[src/rtl/sseg_pkg.sv]
`default_nettype none
// ============================================================================
// Module  : sseg_pkg
// Purpose : Shared types and constants for the sequential BCD converter.
// Rev     : 1.0
// ============================================================================
package sseg_pkg;

    typedef enum logic [1:0] {
        IDLE = 2'd0,
        CONV = 2'd1,
        DONE = 2'd2
    } state_t;

    localparam int BCD_DIGIT_W = 4;
    localparam int ADD3_THRESH = 5;

endpackage : sseg_pkg
`default_nettype wire

[src/rtl/bcd_digit_adj.sv]
`default_nettype none
// ============================================================================
// Module  : bcd_digit_adj
// Purpose : Double-dabble digit correction: adds 3 when the digit is >= 5.
// Rev     : 1.0
// ============================================================================
module bcd_digit_adj
    import sseg_pkg::*;
(
    input  logic [BCD_DIGIT_W-1:0] i_digit,
    output logic [BCD_DIGIT_W-1:0] o_digit
);

    localparam logic [BCD_DIGIT_W-1:0] c_thresh = BCD_DIGIT_W'(ADD3_THRESH);
    localparam logic [BCD_DIGIT_W-1:0] c_add    = BCD_DIGIT_W'(3);

    always_comb begin
        o_digit = i_digit;
        if (i_digit >= c_thresh) begin
            o_digit = i_digit + c_add;
        end
    end

endmodule : bcd_digit_adj
`default_nettype wire

[src/rtl/bcd_seq_conv.sv]
`default_nettype none
// ============================================================================
// Module  : bcd_seq_conv
// Purpose : Iterative binary-to-BCD converter (double dabble, one bit/clock).
// Rev     : 1.0
// ============================================================================
module bcd_seq_conv
    import sseg_pkg::*;
#(
    parameter int WIDTH  = 8,
    parameter int DIGITS = 3
) (
    input  logic                            clk,
    input  logic                            rst,
    input  logic                            start,
    input  logic [WIDTH-1:0]                bin_in,
    output logic                            busy,
    output logic                            done,
    output logic [BCD_DIGIT_W*DIGITS-1:0]   bcd_out,
    output logic                            ovf
);

    localparam int BCD_W = BCD_DIGIT_W * DIGITS;
    localparam int CNT_W = $clog2(WIDTH + 1);

    state_t             r_state;
    state_t             w_state_nxt;

    logic [WIDTH-1:0]   r_shift;
    logic [BCD_W-1:0]   r_scratch;
    logic               r_ovf_scr;
    logic [CNT_W-1:0]   r_cnt;

    logic [BCD_W-1:0]   w_adj;
    logic [BCD_W-1:0]   w_scratch_nxt;
    logic [WIDTH-1:0]   w_shift_nxt;
    logic               w_ovf_nxt;
    logic               w_accept;
    logic               w_last;

    generate
        for (genvar gi = 0; gi < DIGITS; gi++) begin : g_digit
            bcd_digit_adj u_adj (
                .i_digit (r_scratch[gi*BCD_DIGIT_W +: BCD_DIGIT_W]),
                .o_digit (w_adj[gi*BCD_DIGIT_W +: BCD_DIGIT_W])
            );
        end
    endgenerate

    // The bit leaving the top digit is a whole multiple of 10^DIGITS, so
    // dropping it leaves the result modulo 10^DIGITS and flags overflow.
    assign w_scratch_nxt = {w_adj[BCD_W-2:0], r_shift[WIDTH-1]};
    assign w_shift_nxt   = {r_shift[WIDTH-2:0], 1'b0};
    assign w_ovf_nxt     = r_ovf_scr | w_adj[BCD_W-1];

    assign w_accept = start && ((r_state == IDLE) || (r_state == DONE));
    assign w_last   = (r_state == CONV) && (r_cnt == CNT_W'(1));

    always_ff @(posedge clk or negedge rst) begin
        if (!rst) begin
            r_state <= IDLE;
        end else begin
            r_state <= w_state_nxt;
        end
    end

    always_comb begin
        w_state_nxt = r_state;
        case (r_state)
            IDLE: begin
                if (start) begin
                    w_state_nxt = CONV;
                end
            end
            CONV: begin
                if (w_last) begin
                    w_state_nxt = DONE;
                end
            end
            DONE: begin
                w_state_nxt = start ? CONV : IDLE;
            end
            default: begin
                w_state_nxt = IDLE;
            end
        endcase
    end

    always_comb begin
        busy = 1'b0;
        done = 1'b0;
        case (r_state)
            CONV:    busy = 1'b1;
            DONE:    done = 1'b1;
            default: begin
                busy = 1'b0;
                done = 1'b0;
            end
        endcase
    end

    always_ff @(posedge clk or negedge rst) begin
        if (!rst) begin
            r_shift   <= '0;
            r_scratch <= '0;
            r_ovf_scr <= 1'b0;
            r_cnt     <= '0;
            bcd_out   <= '0;
            ovf       <= 1'b0;
        end else begin
            if (w_accept) begin
                r_shift   <= bin_in;
                r_scratch <= '0;
                r_ovf_scr <= 1'b0;
                r_cnt     <= CNT_W'(WIDTH);
            end else if (r_state == CONV) begin
                r_shift   <= w_shift_nxt;
                r_scratch <= w_scratch_nxt;
                r_ovf_scr <= w_ovf_nxt;
                r_cnt     <= r_cnt - CNT_W'(1);
                // Results are published from the final shift so they land with done.
                if (w_last) begin
                    bcd_out <= w_scratch_nxt;
                    ovf     <= w_ovf_nxt;
                end
            end
        end
    end

endmodule : bcd_seq_conv
`default_nettype wire

[config.mk]
export PLATFORM = sky130hd
export DESIGN_NAME = bcd_seq_conv
export DESIGN_NICKNAME = d
export VERILOG_FILES = /design/src/rtl/sseg_pkg.sv /design/src/rtl/bcd_digit_adj.sv /design/src/rtl/bcd_seq_conv.sv
export SDC_FILE = /design/constraint.sdc
export NUM_CORES = 1
export LEC_CHECK = 0
export CAP_MARGIN = 10
export CORE_UTILIZATION = 35
export CTS_BUF_LIST = sky130_fd_sc_hd__clkbuf_16
export CTS_CLUSTER_SIZE = 8
export DETAILED_ROUTE_END_ITERATION = 6
export PLACE_DENSITY = 0.61
export SYNTH_ARGS = -nofsm -noshare
export SYNTH_HDL_FRONTEND = slang
export SYNTH_SLANG_ARGS = --single-unit
[constraint.sdc]
create_clock -name clk -period 1.51 [get_ports clk]
set_input_delay 0.2265 -clock clk [delete_from_list [all_inputs] [get_ports clk]]
set_output_delay 0.2265 -clock clk [all_outputs]
set_load 0.005 [all_outputs]
### Word level (Yosys, flattened, before mapping)

Cells that the tools add are included.

| word-level totals | value |
|---|---|
| bits in registers | 40 |
| input bits | 11 |
| output and inout bits | 15 |
| word-level logic and storage cells | 45 |

| cells by class | value |
|---|---|
| add/sub/neg operators | 4 |
| magnitude comparators | 3 |
| equality and inequality tests | 5 |
| muxes and demuxes | 17 |
| bitwise logic cells | 2 |
| reduce and logical (&&, ||, !) cells | 7 |

Operators by type and width:

| cell | number |
|---|---|
| two-way mux 12 bit | 2 |
| two-way mux 4 bit | 5 |
| two-way mux 8 bit | 2 |
| adder 4 x 2 -> 4 bit (second input constant) | 3 |
| greater-or-equal comparator 4 x 3 -> 1 bit (second input constant) | 3 |
| case mux 2 bit (3 select lines) | 1 |
| two-way mux 1 bit | 5 |
| equality test 4 x 1 -> 1 bit (second input constant) | 1 |
| two-way mux 2 bit | 2 |
| inequality test 2 bit (second input constant) | 2 |
| subtractor 4 x 1 -> 4 bit (second input constant) | 1 |
| AND reduction 3 bit | 1 |
| equality test 2 x 1 -> 1 bit (second input constant) | 1 |
| equality test 2 bit (second input constant) | 1 |
| logical AND 1 bit | 2 |
| zero test 2 bit | 1 |
| AND reduction 2 bit | 1 |
| nonzero test 2 bit | 1 |
| logical OR 1 bit | 1 |
| NOT 1 bit | 1 |
| OR 1 bit | 1 |

### Depth between registers and ports, before layout

Gate-level depths: netlist of run 1.

| depth | value |
|---|---|
| word-level depth | 5 |
| mapped depth | 7 |
| depth with buffers taken out | 7 |

### Modules after synthesis

From an unflattened synthesis of run 1, not the netlist that was laid out.

| unflattened totals | value |
|---|---|
| cells, all modules | 172 |
| area, all modules | 1,926.8 um^2 |

Modules (own cells, without submodules):

| module | instances | cells an instance | area each (um^2) | seq. area each (um^2) |
|---|---|---|---|---|
| bcd_seq_conv | 1 | 124 | 1,622.8 | 1,001.0 |
| bcd_digit_adj | 3 | 16 | 101.3 | 0.0 |

### Worst setup path after synthesis of run 1

OpenSTA, ideal clock, no wires.

| timing | value |
|---|---|
| kind | register -> register |
| start point | reg r_scratch[8] |
| end point | reg bcd_out[10] |
| library setup time | 0.125 ns |
| data arrival time | 1.290 ns |
| required time | 1.385 ns |
| setup slack | 0.095 ns |
| cell stages (with the launch flop) | 6 |
| path buffers | 0 |
| period minus slack after synthesis | 1.415 ns |
| cell sequence | dfrtp_1 ha_1 nand2b_2 a21oi_4 mux2i_1 mux2_4 |

| on the way | value |
|---|---|
| longest elaborated chain between the ends | 2 |
| elaborated cells between the ends (all ways) | 3 |
| classes of those cells | add/sub (1); order compare (1); mux (1) |

RTL lines:

| element | line | text |
|---|---|---|
| from (decl) | bcd_seq_conv.sv:30 | `logic [BCD_W-1:0] r_scratch;` |
| from (signal assigned) | bcd_seq_conv.sv:118 | `r_scratch <= w_scratch_nxt;` |
| adder 4 x 2 -> 4 bit / greater-or-equal comparator 4 x 3 -> 1 bit (equally long branches) | bcd_digit_adj.sv:20, bcd_digit_adj.sv:19 |  |
| two-way mux 4 bit * | bcd_digit_adj.sv:19 | `if (i_digit >= c_thresh) begin` |
| to (signal assigned) | bcd_seq_conv.sv:123 | `bcd_out <= w_scratch_nxt;` |
| to (decl) | bcd_seq_conv.sv:19 | `output logic [BCD_DIGIT_W*DIGITS-1:0] bcd_out,` |

Every way passes the cells marked *; elsewhere a longest branch is shown, timed or not.
A chain may end at the register's enable or synchronous reset.

### Worst setup path in the final report of run 1

| timing | value |
|---|---|
| start point | reg r_cnt[1] |
| end point | reg bcd_out[10] |

| on the way | value |
|---|---|
| longest elaborated chain between the ends | 3 |

RTL lines:

| element | line | text |
|---|---|---|
| from (decl) | bcd_seq_conv.sv:32 | `logic [CNT_W-1:0] r_cnt;` |
| from (signal assigned) | bcd_seq_conv.sv:115 | `r_cnt <= CNT_W'(WIDTH);` |
| from (signal assigned) | bcd_seq_conv.sv:120 | `r_cnt <= r_cnt - CNT_W'(1);` |
| equality test 4 x 1 -> 1 bit | bcd_seq_conv.sv:57 | `assign w_last = (r_state == CONV) && (r_cnt == CNT_W'(1));` |
| logical AND 1 bit | bcd_seq_conv.sv:57 |  |
| AND reduction 3 bit (no line) | n/a |  |

Every way passes these cells.

==> results.json, run 1 <==
{
  "cap_viol_max_count": 0,
  "worstPathRequired_ns": 1.67,
  "dp_hpwl_um": 2790,
  "filler_cell_count": 483,
  "grt_pass1_wl_um": 6890,
  "clkTransAtPathRegs_ns": 0.06,
  "crit_path_end_kind": "register",
  "chipWidth_um": 76.3,
  "cts_tree": "done",
  "routed_wirelength_normalized_by_instance_count_um": 14.0,
  "critPathKind": "reg -> reg",
  "num_antenna_cells": 0,
  "wl_met3_um": 127,
  "detailed_route_iter0_violations": 64,
  "final_antenna_net_count": 0,
  "fin_hold_ws_ns": 0.406,
  "outcome": "finished, final reports clean",
  "core_area_mm2": 0.00520,
  "area_enclosed_by_the_die_boundary_mm2": 0.00582,
  "layout_cells_sized_above_1": 0.288,
  "rel_slew_slack": 0.655,
  "met2WireLength_um": 2110,
  "critical_path.max_fanout": 5,
  "vias": 1492,
  "synthToLayoutAreaGrowth_pct": 38.7,
  "h-tree-depth": 2,
  "m1WireLength_um": 1930,
  "tightestPinTransition_ns": 0.517,
  "highest_layer": "met4",
  "gp_congestion": 0.702,
  "start_kind": "register",
  "power.static_leakage_uw": 0.00123,
  "grt.overflow.total": 0,
  "route.detailed.drc": 0,
  "drt_pre_antenna_iters": 4,
  "instances_no_fill": 303,
  "slew_violations": 0,
  "placed_cells_incl_taps": 287,
  "final_util": 0.515,
  "layout_commonest_cell": "sky130_fd_sc_hd__dfrtp_1",
  "layout_worst_path_cycle_share": 0.982,
  "synthesis.area_per_instance_um2": 10.9,
  "synthesis.yosys.warnings": 0,
  "avgViaCountPerCell": 4.92,
  "irDropWorstVdd_mv": 0.983,
  "fmax_mhz": 674,
  "post_synthesis_cell_area_mm2": 0.00193,
  "yosys.cell_types.count": 29,
  "grt_antenna_before_repair": 0,
  "seq_area_frac_synth": 0.518,
  "most-common-layout-cells": "40 x sky130_fd_sc_hd__dfrtp_1, 32 x sky130_fd_sc_hd__nand2_1, 25 x sky130_fd_sc_hd__buf_4",
  "report.final.hold_viol_count": 0,
  "clk_root_buffer_cell": "sky130_fd_sc_hd__clkbuf_16",
  "holdCritPathClass": "in -> async",
  "fin_crit_ns": 1.48,
  "detailedPlace.worstSlack_ns": -0.371,
  "clock_sink_count": 40,
  "rows": 26,
  "nets": 252,
  "fin_worst_skew_ns": 0.00294,
  "maximum_number_of_pins_on_one_net_before_global_route_repair": 24,
  "synthCells": 178,
  "ios": 26,
  "setup_viol": 0,
  "worst_endpoint_data_arrival_time_ns": 1.65,
  "routed_wirelength_um": 4240,
  "die-height_um": 76.3,
  "design_power_total_uw": 6020,
  "synth-seq-cells": 40,
  "setup_repair_after_global_routing_missed_its_margin": "true",
  "clock_latency_at_the_later_pin_of_the_worst_skew_pair_ns": 0.28,
  "start_util": 0.371,
  "timing.final.ws_setup_ns": 0.0273,
  "portbufs": 25,
  "global_route.usage.total": 0.153,
  "cts_buffers": 5,
  "clock_path_buffers": 2,
  "power.density_cell_area_mw_per_mm2": 2250,
  "grt_pass1_vias": 1464,
  "syn_nets": 197
}
[cells in the mapped netlist]
cell type                   count  area share
sky130_fd_sc_hd__a21oi_1        6       0.016
sky130_fd_sc_hd__a21oi_4        3       0.025
sky130_fd_sc_hd__a22o_1         8       0.036
sky130_fd_sc_hd__a22oi_1        7       0.027
sky130_fd_sc_hd__a2bb2oi_1      1      0.0045
sky130_fd_sc_hd__buf_2          4       0.010
sky130_fd_sc_hd__buf_4          3       0.012
sky130_fd_sc_hd__dfrtp_1       40        0.52
sky130_fd_sc_hd__ha_1           8       0.052
sky130_fd_sc_hd__inv_1          8       0.016
sky130_fd_sc_hd__inv_2          1      0.0019
sky130_fd_sc_hd__inv_4          1      0.0032
sky130_fd_sc_hd__mux2_4         6       0.047
sky130_fd_sc_hd__mux2i_1        3       0.016
sky130_fd_sc_hd__nand2_1       33       0.064
sky130_fd_sc_hd__nand2b_1       2      0.0065
sky130_fd_sc_hd__nand2b_2       3       0.014
sky130_fd_sc_hd__nand3_1        3      0.0078
sky130_fd_sc_hd__nor2_1         2      0.0039
sky130_fd_sc_hd__nor2_2         1      0.0032
sky130_fd_sc_hd__nor2b_1        2      0.0065
sky130_fd_sc_hd__nor3_1         3      0.0078
sky130_fd_sc_hd__nor3b_1        6       0.023
sky130_fd_sc_hd__nor3b_2        1      0.0065
sky130_fd_sc_hd__nor4_2         1      0.0065
sky130_fd_sc_hd__o21ai_0       14       0.036
sky130_fd_sc_hd__o21ai_1        3      0.0078
sky130_fd_sc_hd__xnor2_1        4       0.018
sky130_fd_sc_hd__xor2_1         1      0.0045
[sequential cells by signal, summed over array words and instances, names as in the netlist]
| signal | count |
|---|---|
| r_ovf_scr | 1 |
| r_cnt | 4 |
| bcd_out | 12 |
| r_scratch | 12 |
| ovf | 1 |
| r_shift | 8 |
| r_state | 2 |
[final timing paths]
kind | cells past startpoint | startpoint | end | slack [ns]
min reg2reg | 2 | bcd_out[7] | bcd_out[7] | 0.47
max reg2reg | 6 | r_cnt[1] | bcd_out[10] | 0.03
min | 2 | rst | bcd_out[1] | 0.41
max | 6 | r_cnt[1] | bcd_out[10] | 0.03
min in group clk | 2 | bcd_out[7] | bcd_out[7] | 0.47
max in group asynchronous | 3 | rst | ovf | 0.64
[cell families after synthesis]
kind of cell,after synthesis,share of synthesized area
AOI/OAI and AO/OA,42,0.153
DFF,40,0.518
muxes,9,0.0622
buffers and inverters,17,0.0427
adders and majority gates,8,0.0518
xor gates and xnor gates,5,0.0227
and+or+nand+nor,57,0.150
[timing repair]
item,CTS,global route
hold buffers,1,0
gates cloned,0,2
endpoints found under the setup margin,30,17
setup buffers,3,3
resized for setup,5,23
hold endpoints to repair,17,0
pin swaps,0,6
[metal layers]
| metal | up-vias | global-route usage |
|---|---|---|
| met4 | 0 | 0.0692 |
| met3 | 8 | 0.0287 |
| met1 | 729 | 0.192 |
| met5 | - | 0 |
| li1 | 722 | - |
| met2 | 33 | 0.254 |
[stage by stage]
step                area (µm²)  TNS, ns
detailed placement        2390    -5.79
global route              2680   -0.213
finish                    2680        0
floorplan                 1930        0
global placement          2390    -5.68
CTS                       2570   -0.198
[where the power goes]
group | switching [µW] | internal [µW]
registers | 398 | 1550
clock network | 389 | 591
logic | 1410 | 1680
[worst max-delay path, stage by stage, from the launching register on]
cell                       delay (ns)
sky130_fd_sc_hd__dfrtp_1         0.39
sky130_fd_sc_hd__inv_2           0.09
sky130_fd_sc_hd__ha_4            0.12
sky130_fd_sc_hd__nor3b_4         0.20
sky130_fd_sc_hd__nand2_2         0.14
sky130_fd_sc_hd__clkinv_4        0.12
sky130_fd_sc_hd__mux2_4          0.30
[area by class of cell]
class | instances | area, µm² | area share
clock buffer | 5 | 125 | 0.0467
clock inverter | 2 | 7.51 | 0.00280
inverter | 10 | 45.0 | 0.0168
multi-input combinational | 122 | 931 | 0.348
sequential | 40 | 1000 | 0.374
tap | 70 | 87.6 | 0.0327
timing repair buffer | 53 | 477 | 0.178
timing repair inverter | 1 | 5.00 | 0.00187
(Power assumes the default switching activity.)
==> inputs of run 2 (changes only) <==
==> constraint.sdc (replaced) <==
create_clock -name clk -period 1.51 [get_ports clk]
set_input_delay 0.2265 -clock clk [delete_from_list [all_inputs] [get_ports clk]]
set_output_delay 0.2265 -clock clk [all_outputs]
set_load 0.05 [all_outputs]
==> run 2 against run 1 <==
Clock skew grew 0.0012 ns. Core utilization shrank 1.4 points. Sequential share of layout area grew 1.0 points. Critical path depth is the same. Fmax grew 0.34%.
==> results.json, run 2 (synthesized netlist as in run 1, its figures left out) <==
{
  "outcome": "finished, final reports clean",
  "die-height_um": 76.3,
  "crit_path_end_kind": "register",
  "critical-path-slowest-cell": "sky130_fd_sc_hd__dfrtp_1",
  "fmax_mhz": 677,
  "routed_wirelength_normalized_by_instance_count_um": 13.1,
  "grt_pass1_vias": 1452,
  "routed_wirelength_um": 3920,
  "clk_root_buffer_cell": "sky130_fd_sc_hd__clkbuf_16",
  "portbufs": 25,
  "grt_antenna_before_repair": 0,
  "layout_cells_sized_above_1": 0.311,
  "vias": 1445,
  "irDropWorstVdd_mv": 1.01,
  "ios": 26,
  "drt_pre_antenna_iters": 4,
  "rel_slew_slack": 0.664,
  "report.final.hold_viol_count": 0,
  "cp_peak_stage_delay_ns": 0.39,
  "area_enclosed_by_the_die_boundary_mm2": 0.00582,
  "global_route.usage.total": 0.150,
  "fin_crit_ns": 1.48,
  "h-tree-depth": 2,
  "layout_worst_path_cycle_share": 0.979,
  "finish.instance_area_mm2": 0.00261,
  "cts_buffers": 5,
  "clkTransAtPathRegs_ns": 0.05,
  "detailed_route_iter0_violations": 49,
  "avgViaCountPerCell": 4.85,
  "route.detailed.drc": 0,
  "setup_viol": 0,
  "critical_path.startpoint": "r_cnt[1]",
  "holdCritPathClass": "in -> async",
  "clock_sink_count": 40,
  "start_util": 0.371,
  "dp_hpwl_um": 2640,
  "grt.overflow.total": 0,
  "critical_path.reg2reg.startpoint": "r_cnt[1]",
  "fin_hold_ws_ns": 0.424,
  "slew_violations": 0,
  "worstPathRequired_ns": 1.67,
  "start_kind": "register",
  "num_antenna_cells": 0,
  "synthToLayoutAreaGrowth_pct": 35.0,
  "layout_commonest_cell": "sky130_fd_sc_hd__dfrtp_1",
  "critPathKind": "reg -> reg",
  "cts_tree": "done",
  "worst_endpoint_data_arrival_time_ns": 1.63,
  "gp_congestion": 0.708,
  "core_area_mm2": 0.00520,
  "maximum_number_of_pins_on_one_net_before_global_route_repair": 24,
  "grt_pass1_wl_um": 6840,
  "nets": 247,
  "placed_area_mm2": 0.00236,
  "critical_path.max_fanout": 5,
  "most-common-layout-cells": "40 x sky130_fd_sc_hd__dfrtp_1, 34 x sky130_fd_sc_hd__buf_4, 32 x sky130_fd_sc_hd__nand2_1",
  "r2r_end": "bcd_out[10]",
  "fin_worst_skew_ns": 0.00417,
  "r2r_slack_ns": 0.03,
  "clock_latency_at_the_later_pin_of_the_worst_skew_pair_ns": 0.28,
  "final_antenna_net_count": 0,
  "design_power_total_uw": 6410,
  "power.density_cell_area_mw_per_mm2": 2460,
  "biggestRegsByFlops": "bcd_out: 12 flops, r_scratch: 12 flops, r_shift: 8 flops",
  "reg2regPathDepth": 6,
  "rows": 26,
  "tightestPinTransition_ns": 0.502,
  "power.static_leakage_uw": 0.00121,
  "clock_path_buffers": 2,
  "chipWidth_um": 76.3,
  "totalNegativeSetupSlack_ns": 0,
  "cap_viol_max_count": 0,
  "setup_repair_after_global_routing_missed_its_margin": "true",
  "worstPathCellList": "inv_2 > ha_4 > nor3b_4 > nand2_2 > clkinv_4 > mux2_4"
}
==> run 2: cell count changes in the layout (fill, tap and decap cells not counted), moves of 2 or more <==
cell and change:
sky130_fd_sc_hd__clkdlybuf4s50_1 -13, sky130_fd_sc_hd__buf_4 +9, sky130_fd_sc_hd__buf_12 +2, sky130_fd_sc_hd__ha_1 +2
sky130_fd_sc_hd__ha_2 -2, sky130_fd_sc_hd__nor2b_1 +2, sky130_fd_sc_hd__nor2b_2 -2
==> run 2: layer usage <==
layer,vias up,track usage,share of wire
met2,42,0.246,0.49
met4,0,0.0404,0.0095
met1,690,0.193,0.45
met3,4,0.0431,0.048
li1,709,-,-
met5,-,0,0
==> run 2: where the power goes <==
| group | switching [µW] | internal, µW | total [µW] |
|---|---|---|---|
| Clock | 380 | 590 | 970 |
| Sequential | 399 | 1550 | 1950 |
| Combinational | 1880 | 1600 | 3490 |
==> run 2: area by class of cell <==
type	instances	area [µm²]
fillers	504	2600
flip-flops and latches	40	1000
multi-input cells	121	903
repair buffers	49	435
clock buffers	5	125
well taps	70	87.6
inverters	10	42.5
clock inverters	2	7.51
repair inverters	1	5.00
==> run 2: worst max-delay path: cells and delay by family (launching register included) <==
family	cells	cell delay, ns
adder cells (fa/ha/maj)	1	0.12
buffers and inverters	2	0.21
multiplexers	1	0.31
AND/OR/NAND/NOR	2	0.33
flip-flops	1	0.39
==> run 2: metrics by stage <==
stage | utilization | worst slack, ns | std cells
detailed placement | 0.453 | -0.370 | 284
global route | 0.501 | -0.0295 | 298
global placement | 0.453 | -0.323 | 284
CTS | 0.483 | 0.00169 | 292
floorplan | - | 0.0949 | 178
finish | 0.501 | 0.0323 | 298
==> run 2: timing repair <==
action                                  CTS  global route
buffers inserted                          0             5
cloned                                    0             1
endpoints found under the hold margin    17             0
gates resized for setup                   5            13
endpoints found under the setup margin   22            11
hold buffers                              1             0
pin swaps                                 0             4
==> run 2: worst max path at each step <==
stage	to	slack [ns]	depth (start not counted)
3_5_place_dp	r_scratch[11]	-0.37	5
5_1_grt	bcd_out[6]	-0.03	6
6_report	bcd_out[10]	0.03	6
4_1_cts	bcd_out[10]	0.002	6
2_1_floorplan	bcd_out[10]	0.09	5
3_3_place_gp	r_scratch[3]	-0.32	5
==> inputs of run 3 (changes only) <==
--- a/config.mk
+++ b/config.mk
@@ -5,7 +5,7 @@
 export SDC_FILE = /design/constraint.sdc
 export NUM_CORES = 1
 export LEC_CHECK = 0
-export CAP_MARGIN = 10
+export CAP_MARGIN = 20
 export CORE_UTILIZATION = 35
 export CTS_BUF_LIST = sky130_fd_sc_hd__clkbuf_16
 export CTS_CLUSTER_SIZE = 8
==> results of run 3 <==
Same layout as run 2: the final DEF is identical, and so are final timing and power.
